### config.mk
export PLATFORM = sky130hd
export DESIGN_NAME = led_screen_scanner
export DESIGN_NICKNAME = d
export VERILOG_FILES = /design/src/rtl/screen_pkg.sv /design/src/rtl/row_scan_timer.sv /design/src/rtl/led_screen_scanner.sv
export SDC_FILE = /design/constraint.sdc
export NUM_CORES = 1
export LEC_CHECK = 0
export CAP_MARGIN = 20
export CORE_MARGIN = 1
export CORE_UTILIZATION = 52
export CTS_CLUSTER_DIAMETER = 80
export DETAILED_ROUTE_END_ITERATION = 8
export GPL_TIMING_DRIVEN = 0
export HOLD_SLACK_MARGIN = 0.1
export PLACE_DENSITY_LB_ADDON = 0.3
export SETUP_SLACK_MARGIN = 0.05
export SYNTH_ARGS = -nofsm -noshare
export SYNTH_HDL_FRONTEND = slang
export SYNTH_SLANG_ARGS = --single-unit
### constraint.sdc
create_clock -name clk -period 2.1 [get_ports clk]
set_input_delay 0.42 -clock clk [delete_from_list [all_inputs] [get_ports clk]]
set_output_delay 0.42 -clock clk [all_outputs]
set_load 0.005 [all_outputs]
### src/rtl/screen_pkg.sv
// Shared types and defaults for the LED screen row scanner.
package screen_pkg;

  localparam int ROWS_DEF  = 6;
  localparam int COLS_DEF  = 8;
  localparam int ROW_W_DEF = $clog2(ROWS_DEF);

  typedef enum logic {
    BLANK = 1'b0,
    SHOW  = 1'b1
  } scan_state_t;

  // Width able to hold max(a,b)-1; at least one bit.
  function automatic int cnt_width(input int a, input int b);
    int m;
    m = (a > b) ? a : b;
    return (m > 1) ? $clog2(m) : 1;
  endfunction

endpackage

### src/rtl/row_scan_timer.sv
// Row scan sequencer: alternates an all-off BLANK gap and a lit SHOW window
// for each row in turn, and flags when the next row's byte must be latched.
module row_scan_timer
  import screen_pkg::*;
#(
  parameter int ROWS         = ROWS_DEF,
  parameter int SCAN_DIV     = 12000,
  parameter int BLANK_CYCLES = 120,
  parameter int ROW_W        = $clog2(ROWS)
) (
  input  logic             clk,
  input  logic             rst,
  output logic             latch,
  output logic [ROW_W-1:0] row,
  output logic             show,
  output logic             frame_start
);

  localparam int CNT_W = cnt_width(SCAN_DIV, BLANK_CYCLES);
  localparam logic [CNT_W-1:0] BLANK_LAST = CNT_W'(BLANK_CYCLES - 1);
  localparam logic [CNT_W-1:0] SHOW_LAST  = CNT_W'(SCAN_DIV - 1);
  localparam logic [ROW_W-1:0] ROW_LAST   = ROW_W'(ROWS - 1);

  scan_state_t      state;
  logic [CNT_W-1:0] cnt;

  // State, in-state cycle count and row index advance together.
  always_ff @(posedge clk) begin
    if (rst) begin
      state <= BLANK;
      cnt   <= '0;
      row   <= '0;
    end else begin
      case (state)
        BLANK: begin
          if (cnt == BLANK_LAST) begin
            state <= SHOW;
            cnt   <= '0;
          end else begin
            cnt <= cnt + 1'b1;
          end
        end
        SHOW: begin
          if (cnt == SHOW_LAST) begin
            state <= BLANK;
            cnt   <= '0;
            row   <= (row == ROW_LAST) ? '0 : row + 1'b1;
          end else begin
            cnt <= cnt + 1'b1;
          end
        end
        default: begin
          state <= BLANK;
          cnt   <= '0;
        end
      endcase
    end
  end

  // The byte shown in SHOW is captured on the last BLANK cycle of that row.
  assign latch       = (state == BLANK) && (cnt == BLANK_LAST);
  assign show        = (state == SHOW);
  assign frame_start = (state == SHOW) && (row == '0) && (cnt == '0);

endmodule

### src/rtl/led_screen_scanner.sv
// LED matrix driver: one byte per row held in a small register file, rows
// lit one at a time with a blanking gap in between to avoid ghosting.
module led_screen_scanner
  import screen_pkg::*;
#(
  parameter int ROWS           = ROWS_DEF,
  parameter int COLS           = COLS_DEF,
  parameter int SCAN_DIV       = 12000,
  parameter int BLANK_CYCLES   = 120,
  parameter bit ROW_ACTIVE_LOW = 1'b0,
  parameter bit COL_ACTIVE_LOW = 1'b0,
  localparam int ROW_W         = $clog2(ROWS)
) (
  input  logic             clk,
  input  logic             rst,
  input  logic             wr_en,
  input  logic [ROW_W-1:0] wr_row,
  input  logic [COLS-1:0]  wr_data,
  output logic [ROWS-1:0]  row_sel,
  output logic [COLS-1:0]  col_out,
  output logic             frame_start
);

  logic [COLS-1:0]  screen_buf [ROWS];
  logic [COLS-1:0]  col_q;
  logic             latch;
  logic             show;
  logic [ROW_W-1:0] row;
  logic             wr_ok;
  logic [ROWS-1:0]  row_onehot;
  logic [COLS-1:0]  col_pat;

  row_scan_timer #(
    .ROWS        (ROWS),
    .SCAN_DIV    (SCAN_DIV),
    .BLANK_CYCLES(BLANK_CYCLES),
    .ROW_W       (ROW_W)
  ) u_timer (
    .clk        (clk),
    .rst        (rst),
    .latch      (latch),
    .row        (row),
    .show       (show),
    .frame_start(frame_start)
  );

  // Out-of-range row indices are dropped without effect.
  assign wr_ok = ({1'b0, wr_row} < (ROW_W + 1)'(ROWS));

  // Row byte storage; cleared by reset so a reset always yields a dark frame.
  always_ff @(posedge clk) begin
    if (rst) begin
      for (int r = 0; r < ROWS; r++) screen_buf[r] <= '0;
    end else if (wr_en && wr_ok) begin
      screen_buf[wr_row] <= wr_data;
    end
  end

  // Latch the row byte once per row so mid-SHOW writes never tear the display;
  // a same-cycle write to that row lands after the latch reads the old value.
  always_ff @(posedge clk) begin
    if (rst) begin
      col_q <= '0;
    end else if (latch) begin
      col_q <= screen_buf[row];
    end
  end

  // Logical drive pattern: only the current row and its byte during SHOW.
  always_comb begin
    row_onehot = '0;
    col_pat    = '0;
    if (show) begin
      row_onehot[row] = 1'b1;
      col_pat         = col_q;
    end
  end

  assign row_sel = row_onehot ^ {ROWS{ROW_ACTIVE_LOW}};
  assign col_out = col_pat ^ {COLS{COL_ACTIVE_LOW}};

endmodule

* Word level (Yosys, flattened, before mapping) *
Memory sizes are Yosys's and may differ from the RTL's. A register that Yosys moved wholly into a read port is not among the register bits.
Index checks and enable logic that the tools add are counted.

operators by class
  add/sub/neg operators = 2
  order comparisons = 3
  equal/unequal tests = 3
  multiplexer cells = 19
  bitwise logic cells = 1
  reduce and logical (&&, ||, !) cells = 9

operators with widths
  operator                                              count
  2-to-1 mux 14 bit                                     2
  case mux 14 bit (2 select lines)                      1
  2-to-1 mux 8 bit                                      2
  adder 14 x 1 -> 14 bit, second input constant         1
  equality test 14 bit, second input constant           1
  equality test 14 x 7 -> 1 bit, second input constant  1
  logical NOT 14 bit                                    1
  2-to-1 mux 1 bit                                      9
  OR reduction 8 bit                                    1
  2-to-1 mux 3 bit                                      2
  2-to-1 mux 6 bit                                      1
  logical AND 1 bit                                     5
  < comparator 3 x 4 -> 1 bit, second input constant    1
  adder 3 x 1 -> 3 bit, second input constant           1
  demux 1 bit (select 3 bit)                            1
  equality test 3 bit, second input constant            1
  >= comparator 3 x 1 -> 1 bit, second input constant   1
  logical NOT 3 bit                                     1
  < comparator 3 bit, second input constant             1
  case mux 1 bit (2 select lines)                       1
  AND reduction 2 bit                                   1
  inverter 1 bit                                        1

word-level totals
  bits in registers = 18
  bits in writable memories = 48
  bits of input ports = 14
  output and inout bits = 15
  word-level logic and storage cells = 41
  memories = 1

memory list
  name        depth  bits a word  read ports  clocked after memory_dff  wr ports  line                      text
  screen_buf  6      8            1           1                         6         led_screen_scanner.sv:24  logic [COLS-1:0] screen_buf [ROWS];

* Logic depth before layout (Yosys ltp) *
  word-level depth = 7
  depth in mapped cells = 6
  depth with buffers taken out = 5

* Hierarchy *
A second synthesis with hierarchy kept.

second synthesis, totals
  cell total of the unflattened synthesis = 345
  area, all modules = 4,112.7 µm²

modules (own cells, without submodules)
  module              times used  cells each  area each (µm²)  seq. area each (µm²)
  led_screen_scanner  1           245         3,206.8          2,082.0
  row_scan_timer      1           100         905.9            360.3

* Worst setup path before layout *
OpenSTA, ideal clock, no wires.

  path kind = input-to-reg
  from = input port rst
  to = memory screen_buf[0][0] in the netlist's numbering (enable)
  setup time = 0.329 ns
  arrival = 1.722 ns
  data required time = 1.771 ns
  path slack = 0.050 ns
  stages = 6
  buffers on the path = 2
  path through = buf_2 -> nand2b_1 -> or2_2 -> or3_1 -> clkbuf_1 -> nand2_1

RTL lines
  item         line                      text
  from (decl)  led_screen_scanner.sv:15  input logic rst,
  to (decl)    led_screen_scanner.sv:24

==> results.txt <==
The clock passes through at most 2 buffers. For the aggregate global-route resource usage, the log shows 0.212. The clock network power share came out at 0.349.

The logs give 823 µW for the switching power total and 0.599 for the power share of the sequential group. The number of max-cap violations came out at 0. By startpoint and endpoint, the worst setup path is classified as in2reg. The flow ran to the end, and the final reports show no timing, DRC or antenna violations.

The worst relative slew slack was 0.363. For this run, the number of Yosys warnings is 0. The number of routed nets with antenna violations was 0; the half-perimeter wire length after detailed placement was 5.24 mm. The run gives 2355 as the number of global-route vias before repair.

The tools report the element type at the critical path end as a register. Summing over every cut layer, the via total after detailed routing is 2532. In this run, CTS created clock tree buffers numbering 9. The floorplan step defined a die boundary enclosing 7980 µm².

For this run, the detailed router's first-pass iteration total came to 4. Setup repair after global routing could not meet its margin everywhere. Timing would allow up to 502 MHz.

The height of the chip came out at 89.3 µm. Internal power: 2.53 mW. The actual transition at the worst max-transition pin works out to 0.949 ns. The cell area after placement is 4410 µm², and the part of the cycle the worst path needs is 0.949. CTS built an H-tree with a depth of 3.

Global routing finished with a remaining overflow of 0. The routability congestion estimate was 0.834; the core occupancy in the finished layout was 0.652. In this run the standard cell core region covers 7330 µm². TritonCTS built the clock tree.

Number of vias per cell after detailed routing: 5.36. Switching power share of the total: 0.246. The largest net degree at the start of global routing came out at 20.

The number of nets in the final layout was 384; the clock skew after layout was 0.0113 ns. The count of input and output buffers came out at 26. The finished layout holds 472 standard cells, fillers aside. At the worst endpoint, the required time is 2.16 ns. The count of unresolved DRC violations after routing is 0. Across all hold checks on the routed design, the worst slack comes to 0.376 ns. Across the VDD grid, the largest voltage drop is 0.000481 V. The fraction of layout cells with a size suffix above 1 was 0.209. The tools report the count of pins over their slew limit as 0.

The worst-path maximum fanout was 9; the number of setup violations in the final report was 0. Number of instances in the placed design: 451. The starting density of the core is 0.541. The horizontal die dimension is 89.3 µm, and the mean cell area of the mapped netlist is 12.7 µm².

The clock-pin transition on the worst setup and hold timing paths is 0.09 ns, and the site row count is 31. For the cell count after synthesis, the log shows 311. The worst hold path belongs to the class in2reg. The number of flip-flops and latches in the synthesized netlist came out at 90. The worst-skew pair later-pin latency came out at 0.37 ns. The number of violations reported at the end of detailed-routing iteration 0 is 134, and the power per standard cell area is 701 nW/µm². Synthesis instantiated 41 different standard cells from the library. The arrival time reported for the critical path endpoint is 2.06 ns. The tree is rooted in a clkbuf_8. The number of inserted diodes came out at 0. The final hold violation count is 0, and the CTS sink count is 90. The synthesized netlist occupies a cell area of 3970 µm².

The initial antenna violation count was 0. The first global-routing pass estimated 11.9 mm of wire. The power share of the combinational group was 0.051.

The static leakage is 1.69 nW. The routed design could run at a clock period as short as 1.99 ns. The run gives 0 as the number of buffers added to fix hold violations after cts. The share of the yosys chip area belonging to registers is 0.616. From synthesis to final layout, the design area changed by 20.6%.

After detailed routing, the average wire length per cell comes to 16.5 µm. Summed over all layers, the routed wires come to 7.79 mm. The tools report the total design power as 3.35 mW. The launching element type of the critical path is an input port. The finished cells cover 4780 µm². The I/O pin count came out at 29.
-- cells in the final DEF (no fill, tap or decap), drive strengths merged, types with 11 or more instances in the layout --
cell,n
clkbuf,14
mux4,16
inv,21
nor2,64
dfxtp,26
conb,16
buf,16
clkdlybuf4s50,19
edfxtp,64
nand2,20
xnor2,11
-- synthesized netlist by cell type --
cell type / number / area [µm²]
and4b_1: 1 / 10.0
nand4bb_1: 1 / 11.3
ha_1: 2 / 25.0
nor3_1: 4 / 20.0
o21ai_2: 1 / 8.76
conb_1: 1 / 3.75
nand2b_1: 3 / 18.8
a21oi_1: 1 / 5.00
xor2_1: 1 / 8.76
a31o_2: 1 / 8.76
or3_1: 1 / 6.26
nand4b_1: 1 / 8.76
edfxtp_1: 64 / 1920
buf_6: 3 / 33.8
a41oi_2: 1 / 16.3
nor2_1: 64 / 240
nand3_1: 8 / 40.0
or4_4: 1 / 11.3
mux4_2: 16 / 360
or4_1: 1 / 7.51
or2_0: 1 / 6.26
a41o_1: 1 / 10.0
nand2_1: 20 / 75.1
nor3_2: 1 / 10.0
mux2i_1: 2 / 20.0
buf_2: 2 / 10.0
o31ai_1: 1 / 7.51
buf_1: 2 / 7.51
mux2_2: 9 / 101
clkbuf_1: 7 / 26.3
dfxtp_1: 26 / 521
inv_1: 16 / 60.1
and2_1: 10 / 62.6
or2_2: 1 / 6.26
buf_4: 1 / 7.51
nor4_1: 8 / 50.1
nor3b_1: 1 / 7.51
xnor2_1: 11 / 96.3
a22o_1: 8 / 70.1
nand4_1: 2 / 12.5
nor2b_1: 5 / 31.3
-- sequential cells by signal, indices dropped and copies added (netlist names) --
signal / count
u_timer.cnt: 14
col_q: 8
screen_buf: 64
u_timer.show: 1
u_timer.row: 3
-- worst max-delay path: stages --
cell	delay [ns]
clkdlybuf4s50_1	0.59
inv_1	0.11
or4_1	0.52
clkbuf_2	0.22
nand2_4	0.19
-- per-stage QoR --
stage          worst slack, ns  setup TNS [ns]
3_5_place_dp            -0.492          -23.79
5_1_grt                0.00631               0
4_1_cts                 0.0654               0
2_1_floorplan            0.124               0
3_3_place_gp            -0.601          -21.61
6_report                 0.107               0
-- worst paths after layout --
check | from | to | slack [ns] | cells past startpoint
hold reg to reg | u_timer.cnt[0] | u_timer.cnt[0] | 0.48 | 1
setup reg to reg | u_timer.cnt[0] | u_timer.row[0] | 0.12 | 5
setup / recovery | wr_row[1] | screen_buf[2][6] | 0.11 | 5
hold / removal | rst | u_timer.row[2] | 0.38 | 2
-- area by class of cell --
class | instances | area [µm²]
tap | 99 | 124
sequential | 90 | 2450
multi-input combinational | 205 | 1520
timing repair buffer | 33 | 313
fill | 540 | 2550
clock buffer | 9 | 124
clock inverter | 7 | 75.1
inverter | 16 | 60.1
buffer | 13 | 110
-- timing repair --
action | in CTS | in global routing
gates resized for setup | 33 | 9
pin swaps | 1 | 1
setup endpoints to repair | 31 | 46
buffers inserted | 4 | 3
hold endpoints to repair | 0 | 0
-- power groups by stage --
stage	Combinational, mW	Clock, mW	Sequential (mW)
after global routing	0.188	1.25	2.02
final	0.172	1.17	2.01
after floorplan	0.106	0	2.04
after CTS	0.170	1.19	2.01
after global placement	0.162	0	2.05
after detailed placement	0.167	0	2.05
-- cell families after synthesis --
family,synth area share
AOI/OAI and AO/OA,0.0319
xor gates and xnor gates,0.0265
DFF,0.616
other,0.000946
adders and majority gates,0.00631
muxes,0.121
buffers and inverters,0.0366
and+or+nand+nor,0.160
-- routing by layer --
layer / up-vias / part of all wire / global-route usage
met1: 1227 / 0.41 / 0.267
met5: - / 0 / 0
met2: 85 / 0.50 / 0.358
met3: 10 / 0.073 / 0.0526
li1: 1210 / - / -
met4: 0 / 0.019 / 0.0765
Note: power is estimated with default switching activity, not from simulation.
